## config.mk

```make
export PLATFORM = sky130hd
export DESIGN_NAME = spi_txn_sequencer
export DESIGN_NICKNAME = d
export VERILOG_FILES = /design/src/rtl/spi_txn_sequencer.sv
export SDC_FILE = /design/constraint.sdc
export NUM_CORES = 1
export LEC_CHECK = 0
export BUFFER_PORTS_ARGS = -buffer_cell sky130_fd_sc_hd__buf_2
export CAP_MARGIN = 20
export CORE_ASPECT_RATIO = 1.25
export CORE_UTILIZATION = 50
export CTS_CLUSTER_SIZE = 28
export DETAILED_ROUTE_END_ITERATION = 10
export PLACE_DENSITY = 0.76
export SLEW_MARGIN = 20
export SYNTH_ARGS = -nofsm -noshare
export SYNTH_HDL_FRONTEND = slang
export SYNTH_SLANG_ARGS = --single-unit
```

## constraint.sdc

```tcl
create_clock -name clk -period 10.2 [get_ports clk]
set_input_delay 0.51 -clock clk [delete_from_list [all_inputs] [get_ports clk]]
set_output_delay 0.51 -clock clk [all_outputs]
set_load 0.02 [all_outputs]
```

## src/rtl/spi_txn_sequencer.sv

```systemverilog
// Command/response sequencer in front of the free-running SPI master.
// Queues host commands, presents one at a time on m_*, and returns one response per command.
module spi_txn_sequencer #(
  parameter int unsigned CMD_DEPTH = 8,
  parameter int unsigned RSP_DEPTH = 8,
  parameter logic [7:0]  IDLE_ADDR = 8'hFF
) (
  input  logic       clk,
  input  logic       rst,
  input  logic       cmd_valid,
  output logic       cmd_ready,
  input  logic       cmd_wr,
  input  logic [7:0] cmd_addr,
  input  logic [7:0] cmd_data,
  output logic       rsp_valid,
  input  logic       rsp_ready,
  output logic       rsp_err,
  output logic       rsp_wr,
  output logic [7:0] rsp_addr,
  output logic [7:0] rsp_data,
  output logic       m_wr,
  output logic [7:0] m_addr,
  output logic [7:0] m_din,
  input  logic       m_done,
  input  logic       m_err,
  input  logic [7:0] m_dout,
  output logic       busy,
  output logic [3:0] cmd_count,
  output logic [3:0] rsp_count
);

  localparam int unsigned CAW = $clog2(CMD_DEPTH);
  localparam int unsigned RAW = $clog2(RSP_DEPTH);
  localparam logic [CAW:0] CMD_FULL = CMD_DEPTH[CAW:0];
  localparam logic [RAW:0] RSP_FULL = RSP_DEPTH[RAW:0];

  typedef enum logic {DUMMY, ISSUED} state_t;

  logic [16:0]  r_cmd_mem [CMD_DEPTH];
  logic [CAW-1:0] r_cmd_rd, r_cmd_wr;
  logic [CAW:0] r_cmd_cnt;
  logic [17:0]  r_rsp_mem [RSP_DEPTH];
  logic [RAW-1:0] r_rsp_rd, r_rsp_wr;
  logic [RAW:0] r_rsp_cnt;

  state_t     r_state;
  logic       r_m_wr;
  logic [7:0] r_m_addr;
  logic [7:0] r_m_din;
  logic       r_busy;

  logic           w_cmd_ready;
  logic           w_cmd_push;
  logic           w_rsp_valid;
  logic           w_rsp_pop;
  logic           w_cmp;
  logic           w_cmd_avail;
  logic           w_issue_ok;
  logic [CAW-1:0] w_cmd_rd_nxt;
  logic [16:0]    w_next_cmd;
  logic [7:0]     w_rdata;
  logic [CAW:0]   w_cmd_cnt_nxt;
  logic [RAW:0]   w_rsp_cnt_nxt;

  assign w_cmd_ready  = (r_cmd_cnt != CMD_FULL);
  assign w_cmd_push   = cmd_valid && w_cmd_ready;
  assign w_rsp_valid  = (r_rsp_cnt != '0);
  assign w_rsp_pop    = w_rsp_valid && rsp_ready;
  assign w_cmp        = m_done && (r_state == ISSUED);
  assign w_cmd_rd_nxt = r_cmd_rd + 1'b1;
  assign w_rdata      = (!r_m_wr && !m_err) ? m_dout : 8'h00;

  // A completing command still occupies the head, so the next one is one slot further on.
  assign w_cmd_avail = w_cmp ? (r_cmd_cnt[CAW:1] != '0) : (r_cmd_cnt != '0);
  assign w_next_cmd  = w_cmp ? r_cmd_mem[w_cmd_rd_nxt] : r_cmd_mem[r_cmd_rd];
  assign w_issue_ok  = w_cmd_avail && (w_rsp_cnt_nxt < RSP_FULL);

  always_comb begin
    w_cmd_cnt_nxt = r_cmd_cnt;
    if (w_cmd_push) w_cmd_cnt_nxt = w_cmd_cnt_nxt + 1'b1;
    if (w_cmp)      w_cmd_cnt_nxt = w_cmd_cnt_nxt - 1'b1;
    w_rsp_cnt_nxt = r_rsp_cnt;
    if (w_cmp)      w_rsp_cnt_nxt = w_rsp_cnt_nxt + 1'b1;
    if (w_rsp_pop)  w_rsp_cnt_nxt = w_rsp_cnt_nxt - 1'b1;
  end

  always_ff @(posedge clk) begin
    if (!rst && w_cmd_push) r_cmd_mem[r_cmd_wr] <= {cmd_wr, cmd_addr, cmd_data};
    if (!rst && w_cmp)      r_rsp_mem[r_rsp_wr] <= {m_err, r_m_wr, r_m_addr, w_rdata};
  end

  always_ff @(posedge clk) begin
    if (rst) begin
      r_cmd_rd  <= '0;
      r_cmd_wr  <= '0;
      r_cmd_cnt <= '0;
      r_rsp_rd  <= '0;
      r_rsp_wr  <= '0;
      r_rsp_cnt <= '0;
      r_state   <= DUMMY;
      r_m_wr    <= 1'b0;
      r_m_addr  <= IDLE_ADDR;
      r_m_din   <= '0;
      r_busy    <= 1'b0;
    end else begin
      if (w_cmd_push) r_cmd_wr <= r_cmd_wr + 1'b1;
      if (w_cmp) begin
        r_cmd_rd <= w_cmd_rd_nxt;
        r_rsp_wr <= r_rsp_wr + 1'b1;
      end
      if (w_rsp_pop) r_rsp_rd <= r_rsp_rd + 1'b1;
      r_cmd_cnt <= w_cmd_cnt_nxt;
      r_rsp_cnt <= w_rsp_cnt_nxt;

      if (m_done) begin
        if (w_issue_ok) begin
          r_state  <= ISSUED;
          r_busy   <= 1'b1;
          r_m_wr   <= w_next_cmd[16];
          r_m_addr <= w_next_cmd[15:8];
          r_m_din  <= w_next_cmd[7:0];
        end else begin
          r_state  <= DUMMY;
          r_busy   <= 1'b0;
          r_m_wr   <= 1'b0;
          r_m_addr <= IDLE_ADDR;
          r_m_din  <= '0;
        end
      end
    end
  end

  assign cmd_ready = w_cmd_ready;
  assign rsp_valid = w_rsp_valid;
  assign {rsp_err, rsp_wr, rsp_addr, rsp_data} = r_rsp_mem[r_rsp_rd];
  assign m_wr      = r_m_wr;
  assign m_addr    = r_m_addr;
  assign m_din     = r_m_din;
  assign busy      = r_busy;
  assign cmd_count = 4'(r_cmd_cnt);
  assign rsp_count = 4'(r_rsp_cnt);

endmodule
```

==> metrics, run 1 <==
status=complete, no violations; post-synthesis cell type count=45; vias in the first global route=7484; Area after DPL=0.0144 mm²; Placement Setup Slack=7.06 ns; FMAX=around 0.33 GHz; WHS=0.229 ns; Final Wtd Congestion=a little under 0.8; Worst Hold Class=primary input to register; Clk pwr share=32.6%; Finished Core Util=roughly three fifths; CP Buf/Inv Count=2; commonest non-fill, non-tap cell in the layout=edfxtp_1; P&R area growth vs syn=12.8%; clk buf depth=3; remaining global-route overflow=0; routed vias/inst=roughly 6; Peak supply drop=between 100 and 150 µV; Final ANT Viol Nets=0; core area=0.0263 mm²; PnR worst setup slack=7.21 ns; final setup fails=0; Routed WL per cell=~24 µm; Initial Util=roughly 51%; setup TNS=0 ns; final hold vios=0; Cell Count Post-Placement=1094; crit path capture=rsp_wr; I/O pin count=77; worst r2r src=r_cmd_rd[0]; Site Rows=66; Post-Route WL=27200 µm; most frequent cells in the layout=280 x edfxtp_1, 104 x mux4_2, 76 x buf_2; drt pass-1 iters=5; sequential share of the synthesized area=68.7%; Max Slew Vio Count=0; Port Buffer Count=76; htree depth=1; die height=186 µm; fill count=1891; Slew headroom=31.9%; Final period util=roughly 29%; CTS Hold Bufs=0; cell count after synthesis=700; TritonCTS Buffers=29; Leakage Power=4.82 nW; first-pass GRT wire length=around 42000 µm; Max-cap violations=0; register area=0.00930 mm²; vias=7012; Residual DRC=0; final cell count without fillers=1145; Pwr Density=~210 mW/mm²; mean area per synthesized cell=19.3 µm²; Data arrival, critical path=2.48 ns; crit path launch type=register; Critical Path Stages=4; largest net degree at the start of global routing=65; Worst EP required=roughly 9.7 ns; sequential power share=49.6%; Setup crit end kind=output pin; NetSw=808 µW; Clock Latency Late Sink=0.54 ns; reg2reg path depth=6; Combinational Power Share=between 10% and 20%; clk sinks=324; RR Endpoint=m_addr[4]; root buf cell=clkbuf_16; Total GRT Usage=20.1%; initial antenna violation count=1; Setup Skew=0.0112 ns; Final Power=~3.2 mW; Die Wd=149 µm; syn nets=roughly 740; critical path type=register to output pin; Worst-path clk slew=0.06 ns; Int Power=about 2.4 mW; CP max stage delay=0.61 ns; RSZ-0062 raised after global routing=false; TritonCTS clock tree=done; Final nets=826; CTS resizes=0; crit path max fanout=36; share of cells above drive strength 1=36.4%; Sw Share=25.5%; flop2flop setup slack=7.43 ns; Multi-input gate area=0.00407 mm²; crit path time final=approximately 3 ns; Detail Placement HPWL=between 15000 and 20000 µm; worst slew pin tran=1.02 ns; Syn. warnings=0; DR iter-0 viols=approximately 480; post-CTS setup buffers=0; synthesized area=0.0135 mm²; crit path max-delay cell type=mux4_2; Final Instance Area=0.0153 mm²; Hold Path Stages=1; FF+latch count, synth=~320; crit-path cells=buf_4 -> mux4_2 -> mux2_2 -> buf_2; die area=0.0277 mm²; delay-heaviest family, CP=multiplexers
[cell families (layout without fill, tap and decap cells)]
group / after synthesis / in the layout / synth area share (%)
AO/OA/AOI/OAI: 64 / 64 / 3.73
flip-flops: 324 / 324 / 68.7
buffers and inverters: 46 / 150 / 1.59
other: 0 / 1 / 0
adder cells (fa/ha/maj): 10 / 10 / 0.926
XOR/XNOR: 19 / 19 / 1.29
AND/OR/NAND/NOR: 111 / 111 / 4.54
multiplexers: 126 / 126 / 19.2
[registers in the layout (all words and copies together) (netlist names), named ones only]
register,cells
r_rsp_mem,144
r_cmd_mem,136
m_addr,8
m_din,8
cmd_count,4
rsp_count,4
r_cmd_rd,3
r_cmd_wr,3
r_rsp_rd,3
r_rsp_wr,3
busy,1
m_wr,1
[cells in the mapped netlist, drive strengths merged]
master / number / share of area [%]
edfxtp: 280 / 62
mux4: 104 / 17
dfxtp: 44 / 6.5
nor2: 31 / 0.86
buf: 26 / 1.0
nand2: 22 / 0.61
mux2: 18 / 1.5
o22ai: 18 / 0.83
a22oi: 16 / 0.89
clkbuf: 16 / 0.44
and2: 12 / 0.57
ha: 10 / 0.93
o41ai: 10 / 0.79
xnor2: 10 / 0.70
nand3b: 9 / 0.50
or3b: 9 / 0.60
xor2: 9 / 0.58
o32a: 8 / 0.67
a21oi: 6 / 0.25
nor3: 6 / 0.22
nand2b: 5 / 0.23
nand3: 5 / 0.19
a211oi: 4 / 0.22
inv: 4 / 0.11
mux2i: 4 / 0.39
or3: 3 / 0.14
nand4: 2 / 0.20
nor4: 2 / 0.093
a31oi: 1 / 0.046
and2b: 1 / 0.065
and3: 1 / 0.046
and3b: 1 / 0.074
and4: 1 / 0.065
nor4b: 1 / 0.065
o21ai: 1 / 0.037
[area by class of cell]
cell class | instances | share of cell area (%)
Timing Repair Buffer | 96 | 3.58
Tap cell | 340 | 2.79
Inverter | 4 | 0.0984
Sequential cell | 324 | 61.0
Clock inverter | 18 | 1.03
Multi-Input combinational cell | 330 | 26.7
Clock buffer | 32 | 4.83
Antenna cell | 1 | 0.0164
[power by group through the flow]
stage / clock, mW / combinational [mW] / sequential [mW]
global placement: 0 / 0.555 / 1.59
floorplan: 0 / 0.438 / 1.59
CTS: 1.05 / 0.576 / 1.57
detailed placement: 0 / 0.573 / 1.60
global route: 1.10 / 0.612 / 1.58
finish: 1.03 / 0.567 / 1.57
[metal layers]
layer	wire, µm	vias up	part of all wire, %	global-route usage, %
met1	10500	3656	39	24.4
met4	498	0	1.8	5.63
met2	14800	233	54	37.2
li1	-	3073	-	-
met3	1450	50	5.3	2.87
met5	0	-	0	0
[worst min-delay path by stage]
stage | start | endpoint | slack (ns)
floorplan | r_cmd_rd[1] | register | 0.45
global placement | m_din[7] | m_din[7] | 0.45
detailed placement | m_din[7] | m_din[7] | 0.46
CTS | cmd_data[1] | r_cmd_mem[2][1] | 0.21
global route | cmd_data[1] | r_cmd_mem[2][1] | 0.24
finish | cmd_data[1] | r_cmd_mem[2][1] | 0.23
Power figures use the tool's default switching activity.
==> inputs of run 2 (changes only) <==
--- a/config.mk
+++ b/config.mk
@@ -11,7 +11,7 @@
 export CORE_UTILIZATION = 50
 export CTS_CLUSTER_SIZE = 28
 export DETAILED_ROUTE_END_ITERATION = 10
-export PLACE_DENSITY = 0.76
+export PLACE_DENSITY = 0.79
 export SLEW_MARGIN = 20
 export SYNTH_ARGS = -nofsm -noshare
 export SYNTH_HDL_FRONTEND = slang
==> constraint.sdc (replaced) <==
create_clock -name clk -period 2.55 [get_ports clk]
set_input_delay 0.1275 -clock clk [delete_from_list [all_inputs] [get_ports clk]]
set_output_delay 0.1275 -clock clk [all_outputs]
set_load 0.02 [all_outputs]
==> metrics, run 2 (same netlist as run 1, synthesis figures left out) <==
Final Instance Area=0.0158 mm² (+3.6%); critical path type=register to output pin; clk buf depth=3 (unchanged); worst slew pin tran=0.790 ns (-0.229 ns); DR iter-0 viols=473 (-1.7%); Max Slew Vio Count=0 (unchanged); vias in the first global route=7476 (-0.11%); Most flops, register=r_rsp_mem; Final Wtd Congestion=0.785 (+0.52%); P&R area growth vs syn=16.8%; first-pass GRT wire length=41900 µm (+0.66%); Data arrival, critical path=2.20 ns (-0.28 ns); remaining global-route overflow=0 (unchanged); Clock Latency Late Sink=0.56 ns (+0.02 ns); final setup fails=0 (unchanged); Setup crit end kind=output pin; core area=0.0263 mm² (unchanged); Residual DRC=0 (unchanged); crit path launch type=register; Routed WL per cell=23.1 µm (-2.5%); I/O pin count=77 (unchanged); root buf cell=clkbuf_16; TritonCTS Buffers=30 (+3.4%); Area after DPL=0.0146 mm² (+1.5%); number of diodes=0 (-1); Initial Util=51.5% (unchanged); status=complete, no violations; largest net degree at the start of global routing=48 (-26%); crit-path cells=buf_12 -> mux4_2 -> mux2_2 -> buf_2; vias=7196 (+2.6%); most frequent cells in the layout=280 x edfxtp_1, 104 x mux4_2, 76 x buf_2; WHS=0.0273 ns (-0.202 ns); Total GRT Usage=20.3% (+0.17 points); Peak supply drop=603 µV (+320%); max FFs per register=144 (unchanged); Setup Skew=0.00997 ns (-0.00123 ns); crit path max-delay cell type=mux4_2; Cell Count Post-Placement=1107 (+1.2%); fill count=1867 (-1.3%); Max-cap violations=0 (unchanged); crit path max fanout=36 (unchanged); Detail Placement HPWL=16200 µm (+0.14%); RSZ-0062 raised after global routing=false; Largest regs=r_rsp_mem x144, r_cmd_mem x136; commonest non-fill, non-tap cell in the layout=edfxtp_1; share of cells above drive strength 1=38.6% (+2.2 points); Worst Hold Class=primary input to register; Final period util=approximately nine tenths; Site Rows=66 (unchanged); delay-heaviest family, CP=multiplexers; final cell count without fillers=1184 (+3.4%); Worst EP required=2.42 ns (-7.27 ns); Worst-path clk slew=0.07 ns (about the same); CP max stage delay=0.56 ns (-0.05 ns); Leakage Power=5.05 nW (+4.7%); initial antenna violation count=0 (-1); routed vias/inst=6.08 (-0.76%); Slew headroom=47.1% (+15 points); die area=0.0277 mm² (unchanged); Pwr Density=837 mW/mm² (+300%); final hold vios=0 (unchanged); htree depth=1 (unchanged); FMAX=0.429 GHz; TritonCTS clock tree=done; drt pass-1 iters=5 (unchanged); die height=186 µm (unchanged); Port Buffer Count=76 (unchanged); crit path time final=2.33 ns; Final nets=861 (+4.2%); Die Wd=149 µm (unchanged); Final ANT Viol Nets=0 (unchanged); Post-Route WL=27400 µm (+0.86%); clk sinks=324 (unchanged); CP Buf/Inv Count=2 (unchanged)
-- run 2: cell count changes in the layout (fill, tap and decap cells not counted), sizes merged --
cell	previous run	this run
buf	96	109
clkbuf	32	36
clkinv	14	10
clkinvlp	1	5
diode	1	0
dlygate4sd3	0	21
inv	4	6
-- run 2: per-stage QoR --
stage / TNS [ns] / utilization (%) / power, mW / setup WS, ns
detailed placement: 0 / 55.4 / 8.79 / 0.302
CTS: 0 / 60.1 / 13.3 / 0.178
floorplan: -16.78 / - / 8.11 / -0.292
finish: 0 / 60.1 / 13.2 / 0.219
global route: 0 / 60.1 / 13.7 / 0.130
global placement: 0 / 55.4 / 8.72 / 0.360
-- run 2: layout make-up --
cell class                      count  area [µm²]  share of cell area, %
Sequential cell                   324        9290                   58.8
Multi-Input combinational cell    330        4110                   26.0
Timing Repair Buffer              130         926                   5.86
Clock buffer                       36         825                   5.22
Tap cell                          340         425                   2.69
Clock inverter                     20         201                   1.28
Inverter                            4        15.0                 0.0951
-- run 2: worst reg2reg max path, cell delays in order (launching register included) --
cell	delay, ns
dfxtp_1	0.44
inv_1	0.07
ha_1	0.30
mux2i_1	0.32
nand4_4	0.18
mux2i_4	0.22
buf_4	0.22
o41ai_1	0.42
-- run 2: path summary, 6_finish.rpt --
path | start | endpoint | slack [ns] | depth (start not counted)
hold / removal | m_dout[1] | r_rsp_mem[5][1] | 0.03 | 2
setup / recovery | register | rsp_data[4] | 0.22 | 4
setup reg to reg | rsp_count[0] | m_din[2] | 0.28 | 7
hold reg to reg | r_cmd_rd[1] | register | 0.49 | 2
-- run 2: report_power, final --
group / switching (mW) / internal (mW)
registers: 0.205 / 6.00
clock network: 1.92 / 2.62
logic: 1.29 / 1.19
total: 3.42 / 9.81
-- run 2: routing by layer --
layer	vias to the layer above	global-route usage [%]	part of all wire (%)
li1	3152	-	-
met1	3718	24.7	38
met2	278	37.3	54
met3	48	2.55	6.6
met4	0	6.65	2.2
met5	-	0	0
-- run 2: what timing repair did --
item,in CTS,in global routing
hold buffers,21,0
endpoints found under the hold margin,148,0
resized for setup,0,0
setup buffers,0,0
==> inputs of run 3 (changes only) <==
--- a/config.mk
+++ b/config.mk
@@ -5,13 +5,16 @@
 export SDC_FILE = /design/constraint.sdc
 export NUM_CORES = 1
 export LEC_CHECK = 0
+export ABC_AREA = 1
 export BUFFER_PORTS_ARGS = -buffer_cell sky130_fd_sc_hd__buf_2
 export CAP_MARGIN = 20
+export CELL_PAD_IN_SITES_DETAIL_PLACEMENT = 0
+export CELL_PAD_IN_SITES_GLOBAL_PLACEMENT = 1
 export CORE_ASPECT_RATIO = 1.25
-export CORE_UTILIZATION = 50
+export CORE_UTILIZATION = 23
 export CTS_CLUSTER_SIZE = 28
 export DETAILED_ROUTE_END_ITERATION = 10
-export PLACE_DENSITY = 0.79
+export PLACE_DENSITY = 0.54
 export SLEW_MARGIN = 20
 export SYNTH_ARGS = -nofsm -noshare
 export SYNTH_HDL_FRONTEND = slang
==> metrics, run 3 <==
final cell count without fillers=2401 (+100%); Slew headroom=48.5% (+1.4 points); NetSw=5.10 mW (+49%); most frequent cells in the layout=301 x nand2_1, 280 x edfxtp_1, 182 x nor2_1; Max-cap violations=0 (unchanged); Peak supply drop=374 µV (-38%); syn nets=1480 (+100%); crit path launch type=register; Most flops, register=r_rsp_mem; reg2reg path depth=10 (+3); Max Slew Vio Count=0 (unchanged); remaining global-route overflow=0 (unchanged); RR Endpoint=m_addr[0]; P&R area growth vs syn=20.5%; WHS=0.0258 ns (-0.00147 ns); vias in the first global route=9976 (+33%); Leakage Power=6.29 nW (+25%); Final period util=91.5% (+0.12 points); Die Wd=226 µm (+51%); Sw Share=33.5% (+7.6 points); sequential power share=40.9% (-6.0 points); Combinational Power Share=26.6% (+7.8 points); Most used DFF post-synth=edfxtp_1; Post-synth EDFFs=280 (unchanged); drt pass-1 iters=6 (+1); status=complete, no violations; CP max stage delay=0.48 ns (-0.08 ns); core area=0.0619 mm² (+140%); Residual DRC=0 (unchanged); Detail Placement HPWL=25900 µm (+60%); Int Power=10.1 mW (+3.4%); critical path type=register to output pin; TritonCTS Buffers=37 (+23%); fill count=6478 (+250%); sequential share of the synthesized area=64.6% (-4.1 points); routed vias/inst=4.34 (-29%); Final Power=15.3 mW (+15%); first-pass GRT wire length=61700 µm (+47%); crit path max fanout=19 (-47%); Data arrival, critical path=2.21 ns (about the same); most common cell in the netlist=nand2_1; worst slew pin tran=0.773 ns (-0.0173 ns); post-CTS setup buffers=0 (unchanged); Final Wtd Congestion=0.759 (-3.4%); Port Buffer Count=76 (unchanged); mean area per synthesized cell=10.0 µm² (-48%); Largest regs=r_rsp_mem x144, r_cmd_mem x136; FFs w/ async S/R, synth=0% (unchanged); crit path capture=rsp_data[2]; root buf cell=clkbuf_16; final hold vios=0 (unchanged); die area=0.0636 mm² (+130%); share of cells above drive strength 1=14.5% (-24 points); crit-path cells=buf_4 -> buf_4 -> o21ai_0 -> o22ai_1 -> nor2_1 -> a31oi_1 -> buf_2; crit path time final=2.33 ns (+0.00298 ns); TritonCTS clock tree=done; worst r2r src=rsp_count[0]; DR iter-0 viols=862 (+82%); commonest non-fill, non-tap cell in the layout=nand2_1; number of diodes=0 (unchanged); crit path max-delay cell type=dfxtp_2; Final nets=1582 (+84%); Top cell by count, worst path=buf_4; PnR worst setup slack=0.216 ns (-0.00298 ns); final setup fails=0 (unchanged); Pwr Density=880 mW/mm² (+5.1%); Worst EP required=2.42 ns (about the same); Yosys top cell by area=edfxtp_1; post-synthesis cell type count=37 (-18%); Setup Skew=0.0134 ns (+0.00342 ns); Post-synth top cells=301 x nand2_1, 280 x edfxtp_1, 192 x nor2_1; htree depth=2 (+1); max FFs per register=144 (unchanged); cell count after synthesis=1439 (+110%); vias=10400 (+45%); Clock Latency Late Sink=0.55 ns (about the same); Setup crit end kind=output pin; Final ANT Viol Nets=0 (unchanged); initial antenna violation count=0 (unchanged); I/O pin count=77 (unchanged); FMAX=0.429 GHz (-0.13%); Initial Util=23.2% (-28 points); Placement Setup Slack=0.438 ns (+0.135 ns); Cell Count Post-Placement=2311 (+110%); Worst Hold Class=primary input to register; RSZ-0062 raised after global routing=false; Post-Route WL=41300 µm (+51%); Finished Core Util=28.0% (-32 points); Worst-path clk slew=0.06 ns (about the same); flop2flop setup slack=0.52 ns (+0.24 ns); FF+latch count, synth=324 (unchanged); synthesized area=0.0144 mm² (+6.4%); die height=282 µm (+52%); Syn. warnings=0 (unchanged); share of the synthesized area in the top cell type=58.5% (-3.7 points); clk buf depth=3 (unchanged); largest net degree at the start of global routing=69 (+44%); largest cells by area after synthesis=edfxtp_1 58%, nand2_1 7.9%, dfxtp_1 6.1%, nand3_1 5.1%, nor2_1 5.0%; Clk pwr share=32.6% (-1.7 points); Routed WL per cell=17.2 µm (-26%); Site Rows=102 (+55%); clk sinks=324 (unchanged); Total GRT Usage=13.0% (-7.3 points)
[run 3: cell types whose count changed in the layout (fill, tap and decap cells not counted), sizes merged, moves of 33 or more]
cell / delta
nand2: +283
nor2: +166
nand3: +143
o21ai: +126
mux4: -104
inv: +89
a21oi: +43
o211ai: +33
[run 3: how the worst min path moves through the flow]
| stage | startpoint | to | slack (ns) | depth (start not counted) |
|---|---|---|---|---|
| CTS | m_dout[7] | r_rsp_mem[1][7] | 0.0004 | 3 |
| global route | m_dout[6] | r_rsp_mem[6][6] | 0.02 | 3 |
| floorplan | cmd_data[0] | r_cmd_mem[0][0] | 0.23 | 0 |
| finish | m_dout[7] | r_rsp_mem[1][7] | 0.03 | 3 |
| detailed placement | cmd_data[5] | r_cmd_mem[6][5] | 0.44 | 1 |
| global placement | cmd_data[5] | r_cmd_mem[7][5] | 0.43 | 1 |
[run 3: power by group through the flow]
stage	clock, mW	sequential, mW	combinational (mW)
6_report	4.97	6.23	4.05
3_3_place_gp	0	6.35	4.10
2_1_floorplan	0	6.34	2.59
4_1_cts	5.13	6.24	4.15
5_1_grt	5.31	6.26	4.53
3_5_place_dp	0	6.35	4.11
[run 3: layer usage]
metal,track usage (%),vias to the layer above,routed length (µm)
li1,-,5173,-
met1,16.4,4959,18000
met2,22.8,229,20700
met3,2.00,53,1730
met4,3.58,0,861
met5,0,-,0
[run 3: kinds of logic after synthesis]
group                      share of synthesized area, %
and+or+nand+nor                                    19.6
buffers and inverters                              5.15
DFF                                                64.6
xor gates and xnor gates                          0.122
AOI/OAI and AO/OA                                  9.72
adders and majority gates                         0.870
[run 3: stage by stage]
step | instance area (µm²) | TNS, ns
6_report | 17300 | 0
5_1_grt | 17300 | 0
4_1_cts | 17300 | 0
3_5_place_dp | 16000 | 0
3_3_place_gp | 16000 | 0
2_1_floorplan | 14400 | -11.71
[run 3: timing repair]
item,4_1_cts,5_1_grt
resized for setup,0,0
endpoints found under the hold margin,181,0
hold buffers,23,0
[run 3: final cells by class]
type                            count  area [µm²]  area share (%)
Tap cell                          832        1040            6.01
Clock inverter                     17         136           0.787
Sequential cell                   324        9290            53.6
Inverter                           96         360            2.08
Multi-Input combinational cell    931        4440            25.6
Timing Repair Buffer              151        1090            6.28
Clock buffer                       50         975            5.62
[run 3: critical path: cells and delay by family, from the launching register on]
kind | cells | cell delay [ns]
AOI/OAI and AO/OA | 3 | 0.41
buffers and inverters | 3 | 0.70
DFF | 1 | 0.48
and+or+nand+nor | 1 | 0.06
